File: src/rtl/tinysoc_pkg.sv
// Constants for the tiny 4-bit SoC.
// The run controller and the CPU top both use them.
package tinysoc_pkg;

  localparam int IMEM_WORDS = 8;
  localparam int QUINTET_W  = 5;
  localparam int INSTR_W    = 15;
  localparam int ADDR_W     = $clog2(IMEM_WORDS);

  typedef enum logic [2:0] {
    ST_LOAD  = 3'd0,
    ST_FLUSH = 3'd1,
    ST_RUN   = 3'd2,
    ST_HALT  = 3'd3,
    ST_STEP  = 3'd4
  } state_e;

endpackage

File: src/rtl/quintet_assembler.sv
// Packs three 5-bit quintets into one 15-bit word.
// Issues a one-cycle instruction memory write per word.
module quintet_assembler
  import tinysoc_pkg::*;
(
  input  logic                 clk,
  input  logic                 rst_n,
  input  logic                 clr_i,
  input  logic                 acc_i,
  input  logic [QUINTET_W-1:0] data_i,
  output logic                 word_done_o,
  output logic                 last_word_o,
  output logic                 wr_o,
  output logic [ADDR_W-1:0]    waddr_o,
  output logic [INSTR_W-1:0]   wdata_o
);

  logic [1:0]           qcnt_q;
  logic [QUINTET_W-1:0] q0_q;
  logic [QUINTET_W-1:0] q1_q;
  logic [ADDR_W-1:0]    word_q;
  logic                 wr_q;
  logic [ADDR_W-1:0]    waddr_q;
  logic [INSTR_W-1:0]   wdata_q;

  assign word_done_o = acc_i & (qcnt_q == 2'd2);
  assign last_word_o = (word_q == ADDR_W'(IMEM_WORDS - 1));
  assign wr_o        = wr_q;
  assign waddr_o     = waddr_q;
  assign wdata_o     = wdata_q;

  always_ff @(posedge clk or negedge rst_n) begin
    if (!rst_n) begin
      qcnt_q  <= '0;
      q0_q    <= '0;
      q1_q    <= '0;
      word_q  <= '0;
      wr_q    <= 1'b0;
      waddr_q <= '0;
      wdata_q <= '0;
    end else begin
      wr_q <= word_done_o;
      if (clr_i) begin
        qcnt_q <= '0;
        word_q <= '0;
      end else if (acc_i) begin
        case (qcnt_q)
          2'd0: begin
            q0_q   <= data_i;
            qcnt_q <= 2'd1;
          end
          2'd1: begin
            q1_q   <= data_i;
            qcnt_q <= 2'd2;
          end
          default: begin
            qcnt_q  <= '0;
            word_q  <= word_q + 1'b1;
            waddr_q <= word_q;
            wdata_q <= {data_i, q1_q, q0_q};
          end
        endcase
      end
    end
  end

endmodule

File: src/rtl/cpu_run_controller.sv
// Boot loader and run control for the tiny SoC CPU.
// Loads 8 words, then gates cpu_en with run/halt/step/breakpoint.
module cpu_run_controller
  import tinysoc_pkg::*;
#(
  parameter bit AUTORUN = 1'b1,
  parameter int CNT_W   = 8
) (
  input  logic                 clk,
  input  logic                 rst_n,
  input  logic [QUINTET_W-1:0] load_data,
  input  logic                 load_valid,
  output logic                 load_ready,
  output logic                 imem_wr,
  output logic [ADDR_W-1:0]    imem_waddr,
  output logic [INSTR_W-1:0]   imem_wdata,
  input  logic [ADDR_W-1:0]    pc,
  output logic                 cpu_en,
  input  logic                 run_req,
  input  logic                 step_req,
  input  logic                 halt_req,
  input  logic                 reload_req,
  input  logic                 bp_en,
  input  logic [ADDR_W-1:0]    bp_addr,
  output logic                 halted,
  output logic                 loaded,
  output logic [CNT_W-1:0]     retired
);

  state_e           state_q;
  logic             skip_q;
  logic             halted_q;
  logic             loaded_q;
  logic [CNT_W-1:0] retired_q;

  logic accept;
  logic reload;
  logic word_done;
  logic last_word;
  logic bp_hit;

  assign load_ready = (state_q == ST_LOAD);
  assign accept     = load_valid & load_ready;
  assign reload     = (state_q == ST_HALT) & reload_req;
  assign bp_hit     = bp_en & (pc == bp_addr) & ~skip_q;
  assign cpu_en     = ((state_q == ST_RUN) & ~bp_hit)
                    | (state_q == ST_STEP);

  assign halted  = halted_q;
  assign loaded  = loaded_q;
  assign retired = retired_q;

  quintet_assembler u_asm (
    .clk         (clk),
    .rst_n       (rst_n),
    .clr_i       (reload),
    .acc_i       (accept),
    .data_i      (load_data),
    .word_done_o (word_done),
    .last_word_o (last_word),
    .wr_o        (imem_wr),
    .waddr_o     (imem_waddr),
    .wdata_o     (imem_wdata)
  );

  // skip lets a resume at the breakpoint PC execute it once
  always_ff @(posedge clk or negedge rst_n) begin
    if (!rst_n) begin
      state_q   <= ST_LOAD;
      skip_q    <= 1'b0;
      halted_q  <= 1'b0;
      loaded_q  <= 1'b0;
      retired_q <= '0;
    end else begin
      if (cpu_en) begin
        retired_q <= retired_q + 1'b1;
        skip_q    <= 1'b0;
      end
      unique case (state_q)
        ST_LOAD: begin
          if (word_done & last_word)
            state_q <= ST_FLUSH;
        end
        ST_FLUSH: begin
          loaded_q <= 1'b1;
          state_q  <= AUTORUN ? ST_RUN : ST_HALT;
          halted_q <= ~AUTORUN;
        end
        ST_RUN: begin
          if (halt_req | bp_hit) begin
            state_q  <= ST_HALT;
            halted_q <= 1'b1;
          end
        end
        ST_HALT: begin
          if (reload_req) begin
            state_q   <= ST_LOAD;
            halted_q  <= 1'b0;
            loaded_q  <= 1'b0;
            retired_q <= '0;
          end else if (step_req) begin
            state_q  <= ST_STEP;
            halted_q <= 1'b0;
            skip_q   <= 1'b1;
          end else if (run_req) begin
            state_q  <= ST_RUN;
            halted_q <= 1'b0;
            skip_q   <= 1'b1;
          end
        end
        ST_STEP: begin
          state_q  <= ST_HALT;
          halted_q <= 1'b1;
        end
        default: begin
          state_q  <= ST_LOAD;
          halted_q <= 1'b0;
        end
      endcase
    end
  end

endmodule
File: config.mk
export PLATFORM = sky130hd
export DESIGN_NAME = cpu_run_controller
export DESIGN_NICKNAME = d
export VERILOG_FILES = /design/src/rtl/tinysoc_pkg.sv /design/src/rtl/quintet_assembler.sv /design/src/rtl/cpu_run_controller.sv
export SDC_FILE = /design/constraint.sdc
export NUM_CORES = 1
export LEC_CHECK = 0
export ABC_AREA = 1
export CAP_MARGIN = 20
export CORE_ASPECT_RATIO = 1.4
export CORE_UTILIZATION = 56
export DETAILED_ROUTE_END_ITERATION = 6
export DONT_BUFFER_PORTS = 1
export MAX_ROUTING_LAYER = met4
export PLACE_DENSITY = 0.81
export SLEW_MARGIN = 10
export SYNTH_ARGS = -nofsm -noshare
export SYNTH_HDL_FRONTEND = slang
export SYNTH_SLANG_ARGS = --single-unit
File: constraint.sdc
create_clock -name clk -period 1.4 [get_ports clk]
set_input_delay 0.28 -clock clk [delete_from_list [all_inputs] [get_ports clk]]
set_output_delay 0.28 -clock clk [all_outputs]
set_load 0.01 [all_outputs]
==> flow_metrics.tcl, run 1 <==
set metrics [dict create \
    status "complete, but fails checks" \
    failed_checks "hold timing, setup timing" \
    power_density_nw_per_um2 2080 \
    power_frac_clock_pct 14.0 \
    ys_seq_area_share_pct 54.9 \
    routed_wl_um 4850 \
    diodes 0 \
    ant_nets 0 \
    arrival_ns 1.27 \
    numCtsBuffers 5 \
    track_usage_pct 23.3 \
    total_power_mw 5.84 \
    grt_max_degree 49 \
    htreeDepth 2 \
    tightest_slew_ns 0.341 \
    die_x_um 54.8 \
    overflow 0 \
    syn_to_final_growth_pct 28.1 \
    clkTransAtPathRegs_ns 0.09 \
    crit_path_start_kind "flip-flop" \
    syn_inst 254 \
    use_met1_pct 24.3 \
    gp_congestion 0.760 \
    io_pins 50 \
    crit_type "reg -> out" \
    mostFrequentLayoutCells "56 x nand2_1, 46 x dfrtp_1, 25 x nand2_2" \
    port_buffers 0 \
    drc 0 \
    p_comb_share_pct 41.4 \
    fillers 260 \
    hold_viol 48 \
    vdd.ir_drop.worst_uv 1420 \
    grt_util_met2_pct 41.0 \
    rrSetupSlack_ns -0.12 \
    syn-num-nets 276 \
    antenna_found_initial 0 \
    timing.hold.ws_ns -0.337 \
    cts.path.max_buffers 2 \
    synth_area_um2 2190 \
    fmax_mhz 643 \
    root_buffer "clkbuf_8" \
    rows 26 \
    syn_area_per_cell_um2 8.62 \
    drive_above_1_share_pct 35.7 \
    ys_seq_elements 48 \
    dp_hpwl_um 2890 \
    hp-class "in -> async" \
    tns_ns -1.69 \
    core_um2 3710 \
    end_kind "primary output" \
    yosysWarningCount 0 \
    setup_violations 23 \
    grt-busiest-layer "met2" \
    drv_cap 0 \
    final_common_cell "nand2_1" \
    worst_slack_ns -0.154 \
    power_frac_seq_pct 44.5 \
    finalInstanceArea_um2 2800 \
    slew_headroom_pct 77.2 \
    crit_required_ns 1.12 \
    grtUsageMet3_pct 6.02 \
    placed_cell_area_um2 2290 \
    grt_pass1_vias 1700 \
    viasPerCell 5.36 \
    rsz0062_at_grt "yes" \
    p_int_mw 3.45 \
    skew_ns 0.00824 \
    netSwitchingFraction_pct 40.9 \
    routedWlPerCell_um 14.9 \
    clock_sink_count 48 \
    cp_max_fo 8 \
    clk_latency_ns 0.30 \
    grt_pass1_wl_um 6890 \
    synth_cell_types 28 \
    period_share_pct 111 \
    initial_core_util_pct 59.0 \
    p_switching_mw 2.39 \
    drt-initial-drc-count 23 \
    cts_tree "built" \
    dieHeight_um 76.0 \
    layout.nets 304 \
    drv_slew 0 \
    vias 1741 \
    die-area_um2 4170 \
    drtPass1Iterations 4 \
    p_leak_nw 1.46 \
    min_period_ns 1.55 \
    place_ws_ns -0.0119 \
]
==> routing by layer <==
| layer | share of wire, % | up-vias | wire length (um) |
|---|---|---|---|
| li1 | - | 847 | - |
| met1 | 38 | 835 | 1860 |
| met2 | 55 | 52 | 2660 |
| met3 | 5.3 | 7 | 256 |
| met4 | 1.4 | 0 | 68 |
| met5 | 0 | - | 0 |
==> repair_timing <==
item	CTS	global route
pin swaps	4	9
endpoints found under the setup margin	5	37
resized for setup	11	83
hold endpoints to repair	48	48
setup buffers	5	5
gates cloned	1	5
==> worst paths after layout <==
path | startpoint | to | cells past startpoint
worst max register to register | state_q[1] | retired[2] | 9
worst max-delay path | state_q[1] | cpu_en | 4
worst min-delay path | rst_n | u_asm.wdata_o[1] | 0
min in group clk | load_data[1] | u_asm.wdata_o[11] | 2
worst min register to register | u_asm.q1_q[0] | u_asm.wdata_o[5] | 2
max in group asynchronous | rst_n | retired[7] | 0
==> power groups by stage <==
stage / combinational (mW) / sequential (mW) / clock, mW
after floorplan: 1.22 / 2.49 / 0
after global placement: 1.57 / 2.53 / 0
after detailed placement: 1.64 / 2.54 / 0
after CTS: 1.84 / 2.53 / 0.844
after global routing: 2.67 / 2.68 / 0.883
final: 2.42 / 2.60 / 0.820
==> critical path: stages (launching register included) <==
cell,delay [ns]
dfrtp_1,0.44
inv_2,0.08
nor3_4,0.24
nand2_4,0.10
nand2_8,0.12
==> cells by family (layout without fill, tap and decap cells) <==
logic type | Yosys count | after routing | synth area share, %
flip-flops | 48 | 48 | 54.9
adder cells (fa/ha/maj) | 3 | 3 | 1.72
buffers and inverters | 39 | 67 | 8.40
AO/OA/AOI/OAI | 33 | 33 | 9.21
AND/OR/NAND/NOR | 131 | 132 | 25.8
==> area by class of cell <==
cell class                      count  area (um^2)  share of cell area (%)
Clock buffer                        6         72.6                    2.59
Clock inverter                      2         16.3                   0.580
Inverter                           32          138                    4.91
Multi-Input combinational cell    168         1010                    36.1
Sequential cell                    48         1200                    42.9
Tap cell                           42         52.6                    1.87
Timing Repair Buffer               26          294                    10.5
Timing Repair inverter              1         16.3                   0.580
==> stage by stage <==
| stage | instances | utilization [%] |
|---|---|---|
| detailed placement | 301 | 61.9 |
| floorplan | 254 | - |
| global placement | 301 | 61.9 |
| finish | 325 | 75.6 |
| CTS | 315 | 66.5 |
| global route | 325 | 75.6 |
==> state kept, by name, summed over array words and instances (netlist names) <==
signal / cells
u_asm.wdata_o: 15
u_asm.qcnt_q: 2
u_asm.waddr_o: 3
u_asm.wr_o: 1
u_asm.q1_q: 5
halted: 1
u_asm.q0_q: 5
retired: 8
skip_q: 1
state_q: 3
u_asm.word_q: 3
loaded: 1
==> Yosys cell counts, drive strengths merged <==
master / instances / share of area (%)
o21a: 1 / 0.34
a31o: 1 / 0.40
ha: 3 / 1.7
dfrtp: 48 / 55
buf: 6 / 2.6
nor2: 23 / 4.6
nand4: 1 / 0.29
o31ai: 1 / 0.34
a21oi: 8 / 2.7
nand3: 14 / 3.2
nand2: 90 / 16
o21ai: 20 / 4.7
a21boi: 1 / 0.34
inv: 32 / 5.6
clkbuf: 1 / 0.17
nor3: 3 / 1.7
o211ai: 1 / 0.34
Power figures use the tool's default switching activity.
==> run 2, diff against run 1 <==
Settings changed: CORE_UTILIZATION 56 to 55, PLACE_DENSITY 0.81 to unset, PLACE_DENSITY_LB_ADDON set to 0.25.
==> run 2 against run 1 <==
Compared with the run above: the flow still finishes with violations (hold timing, setup timing); critical path depth is the same; clock skew down 0.0035 ns; routed wire length fell by 11%; critical path type unchanged; cell count decreased by 2.5%; critical endpoint unchanged; non-clock buffer count shrank 7; sequential share of layout area increased by 3.9 points; global-route usage is 1.1 points lower; combinational power shrank 17%.
==> flow_metrics.tcl, run 2 (synthesis results as in run 1) <==
set metrics [dict create \
    drtPass1Iterations 4 \
    failed_checks "hold timing, setup timing" \
    ant_nets 0 \
    grt_max_degree 49 \
    antenna_found_initial 0 \
    die-area_um2 4240 \
    hold_viol 48 \
    clkTransAtPathRegs_ns 0.09 \
    utilization_pct 68.8 \
    drc 0 \
    worst_slack_ns -0.143 \
    power_frac_clock_pct 15.1 \
    grtUsageMet3_pct 6.28 \
    grt_pass1_wl_um 7180 \
    initial_core_util_pct 58.5 \
    drt-initial-drc-count 88 \
    arrival_ns 1.26 \
    multi_input_area_um2 890 \
    status "complete, but fails checks" \
    setup_violations 36 \
    hp-class "in -> async" \
    dieHeight_um 76.6 \
    fmax_mhz 648 \
    end_kind "primary output" \
    cp_max_fo 8 \
    crit_path_start_kind "flip-flop" \
    fillers 291 \
    place_ws_ns 0.0112 \
    use_met1_pct 23.1 \
    crit_type "reg -> out" \
    largest_register_ffs 15 \
    period_share_pct 110 \
    rrSetupSlack_ns -0.12 \
    vdd.ir_drop.worst_uv 1280 \
    slew_headroom_pct 83.0 \
    routedWlPerCell_um 13.6 \
    io_pins 50 \
    grt-busiest-layer "met2" \
    rows 26 \
    grt_util_met2_pct 38.4 \
    drv_cap 0 \
    r2r_cells 9 \
    cts.path.max_buffers 2 \
    seqCellArea_um2 1200 \
    root_buffer "clkbuf_8" \
    p_comb_share_pct 37.7 \
    diodes 0 \
    numCtsBuffers 5 \
    layout.nets 296 \
    die_x_um 55.3 \
    htreeDepth 2 \
    p_int_mw 3.23 \
    gp_congestion 0.765 \
    crit_required_ns 1.12 \
    skew_ns 0.00473 \
    track_usage_pct 22.2 \
    mostFrequentLayoutCells "80 x nand2_1, 46 x dfrtp_1, 28 x inv_1" \
    final_common_cell "nand2_1" \
    overflow 0 \
    viasPerCell 5.18 \
    clock_sink_count 48 \
    cts_tree "built" \
    p_leak_nw 1.34 \
    timing.hold.ws_ns -0.334 \
    port_buffers 0 \
    clk_latency_ns 0.30 \
    core_um2 3740 \
    drv_slew 0 \
    r2r_end "u_asm.waddr_o[0]" \
    rsz0062_at_grt "yes" \
    netSwitchingFraction_pct 39.8 \
    power_frac_seq_pct 47.2 \
    power_density_nw_per_um2 2080 \
    min_period_ns 1.54 \
    routed_wl_um 4310 \
    tightest_slew_ns 0.254 \
    dp_hpwl_um 2870 \
    reg2reg_from "state_q[1]" \
    drive_above_1_share_pct 21.8 \
    p_switching_mw 2.13 \
    syn_to_final_growth_pct 17.6 \
    grt_pass1_vias 1637 \
    vias 1641 \
]
## run 2: how the worst max path moves through the flow
stage | from | endpoint | slack (ns) | depth (start not counted)
after floorplan | state_q[0] | cpu_en | 0.10 | 4
after global placement | state_q[0] | u_asm.waddr_o[0] | 0.03 | 8
after detailed placement | state_q[0] | u_asm.waddr_o[0] | 0.01 | 8
after CTS | skip_q | cpu_en | -0.10 | 6
after global routing | state_q[1] | u_asm.waddr_o[0] | -0.20 | 9
final | state_q[1] | cpu_en | -0.14 | 4
## run 2: through the flow
| stage | power (mW) | TNS (ns) | area [um^2] | hold WS [ns] | instances |
|---|---|---|---|---|---|
| 2_1_floorplan | 3.71 | 0 | 2190 | -0.0156 | 254 |
| 3_3_place_gp | 4.10 | 0 | 2290 | -0.0146 | 301 |
| 3_5_place_dp | 4.16 | 0 | 2290 | -0.0145 | 301 |
| 4_1_cts | 5.25 | -0.660 | 2490 | -0.349 | 316 |
| 5_1_grt | 5.76 | -4.68 | 2570 | -0.358 | 317 |
| 6_report | 5.36 | -1.36 | 2570 | -0.334 | 317 |
## run 2: critical path, cell delays in order, from the launching register on
cell     delay (ns)
dfrtp_1        0.41
buf_6          0.13
nor2_4         0.14
nand2_4        0.15
nand2_8        0.13
## run 2: timing repair
item,4_1_cts,5_1_grt
resized for setup,14,21
hold endpoints to repair,48,48
setup buffers,6,0
cloned,1,1
pin swaps,4,6
endpoints found under the setup margin,2,45
## run 2: cell type report
class | count | area share, %
clock buffers | 6 | 2.82
clock inverters | 2 | 0.632
inverters | 32 | 5.06
multi-input cells | 168 | 34.6
flip-flops and latches | 48 | 46.8
well taps | 42 | 2.04
repair buffers | 19 | 8.07
## run 2: power by group through the flow
stage	clock, mW	combinational, mW	sequential [mW]
2_1_floorplan	0	1.22	2.49
3_3_place_gp	0	1.57	2.54
3_5_place_dp	0	1.61	2.55
4_1_cts	0.846	1.87	2.53
5_1_grt	0.897	2.26	2.60
6_report	0.808	2.02	2.53
## run 2: per-layer routing
| metal | wire length [um] | share of wire [%] | vias to the layer above |
|---|---|---|---|
| li1 | - | - | 828 |
| met5 | 0 | 0 | - |
| met3 | 218 | 5.1 | 5 |
| met1 | 1770 | 41 | 759 |
| met2 | 2270 | 53 | 49 |
| met4 | 59 | 1.4 | 0 |
==> run 3, diff against run 2 <==
Settings changed: MAX_ROUTING_LAYER met4 to unset.
==> run 3 against run 2 <==
Compared with the run above: the run still ends with hold timing, setup timing left; non-clock buffer count is the same; sequential power is essentially flat; die area is the same; power is essentially flat; critical path type unchanged; critical endpoint unchanged.
==> flow_metrics.tcl, run 3 (synthesis results as in run 1) <==
set metrics [dict create \
    syn_to_final_growth_pct 17.6 \
    drtPass1Iterations 4 \
    end_kind "primary output" \
    grt_pass1_wl_um 7170 \
    place_inst 301 \
    cp_max_fo 8 \
    root_buffer "clkbuf_8" \
    worst_slack_ns -0.143 \
    grt_max_degree 49 \
    cts.path.max_buffers 2 \
    fmax_mhz 648 \
    numCtsBuffers 5 \
    clkTransAtPathRegs_ns 0.09 \
    use_met1_pct 23.0 \
    arrival_ns 1.26 \
    r2r_cells 9 \
    dieHeight_um 76.6 \
    hp-class "in -> async" \
    largest_register_ffs 15 \
    final_common_cell "nand2_1" \
    crit_type "reg -> out" \
    slew_headroom_pct 83.0 \
    diodes 0 \
    failed_checks "hold timing, setup timing" \
    skew_ns 0.00674 \
    crit_path_start_kind "flip-flop" \
    grt-busiest-layer "met2" \
    vdd.ir_drop.worst_uv 1280 \
    min_period_ns 1.54 \
    clock_sink_count 48 \
    cts_tree "built" \
    utilization_pct 68.8 \
    drt-initial-drc-count 93 \
    die-area_um2 4240 \
    grt_pass1_vias 1639 \
    antenna_found_initial 0 \
    crit_required_ns 1.12 \
    vias 1641 \
    grtUsageMet3_pct 6.28 \
    tightest_slew_ns 0.254 \
    mostFrequentLayoutCells "80 x nand2_1, 46 x dfrtp_1, 28 x inv_1" \
    track_usage_pct 21.6 \
    total_power_mw 5.37 \
    grt_util_met2_pct 38.4 \
    tns_ns -1.31 \
    ant_nets 0 \
    io_pins 50 \
    hold_viol 48 \
    clk_latency_ns 0.30 \
    routedWlPerCell_um 13.6 \
    overflow 0 \
    setup_violations 35 \
    core_um2 3740 \
    drv_slew 0 \
    htreeDepth 2 \
    routed_wl_um 4310 \
    dp_hpwl_um 2870 \
    power_density_nw_per_um2 2090 \
    initial_core_util_pct 58.5 \
    port_buffers 0 \
    gp_congestion 0.755 \
    status "complete, but fails checks" \
    rows 26 \
    drv_cap 0 \
    viasPerCell 5.18 \
    timing.hold.ws_ns -0.334 \
    drive_above_1_share_pct 21.8 \
    p_leak_nw 1.34 \
    period_share_pct 110 \
    layout.nets 296 \
    rsz0062_at_grt "yes" \
    final_cells 317 \
    drc 0 \
    die_x_um 55.3 \
]
-- run 3: per-layer routing --
| metal | up-vias | share of wire (%) | routed length [um] |
|---|---|---|---|
| met4 | 0 | 1.4 | 62 |
| met5 | - | 0 | 0 |
| met2 | 48 | 52 | 2240 |
| met1 | 760 | 42 | 1790 |
| met3 | 5 | 4.9 | 210 |
| li1 | 828 | - | - |
-- run 3: metrics by stage --
stage / cell area, um^2 / worst slack, ns / hold slack [ns]
after global placement: 2290 / 0.0336 / -0.0146
after floorplan: 2190 / 0.102 / -0.0156
after CTS: 2490 / -0.105 / -0.349
after detailed placement: 2290 / 0.0112 / -0.0145
after global routing: 2570 / -0.203 / -0.358
final: 2570 / -0.143 / -0.334
-- run 3: worst paths after layout --
kind	start	end	slack (ns)
min in group clk	load_data[2]	u_asm.wdata_o[12]	0.09
min	rst_n	halted	-0.33
max in group asynchronous	rst_n	retired[1]	1.63
max	state_q[1]	cpu_en	-0.14
max reg2reg	state_q[1]	u_asm.waddr_o[0]	-0.12
min reg2reg	u_asm.q1_q[2]	u_asm.q1_q[2]	0.48
-- run 3: repair_timing --
item | in CTS | in global routing
endpoints found under the hold margin | 48 | 48
endpoints found under the setup margin | 2 | 45
gates cloned | 1 | 1
resized for setup | 14 | 21
buffers inserted | 6 | 0
pin swaps | 4 | 6
-- run 3: worst max-delay path: stages, from the launching register on --
cell     delay [ns]
dfrtp_1        0.41
buf_6          0.13
nor2_4         0.14
nand2_4        0.15
nand2_8        0.13
-- run 3: layout make-up --
class,count,area (um^2)
Multi-Input combinational cell,168,890
Timing Repair Buffer,19,208
Tap cell,42,52.6
Inverter,32,130
Sequential cell,48,1200
Fill cell,291,1170
Clock inverter,2,16.3
Clock buffer,6,72.6
-- run 3: power by group --
group / switching, mW / internal, mW
clock: 0.457 / 0.356
sequential: 0.559 / 1.97
combinational: 1.12 / 0.897
total: 2.14 / 3.23
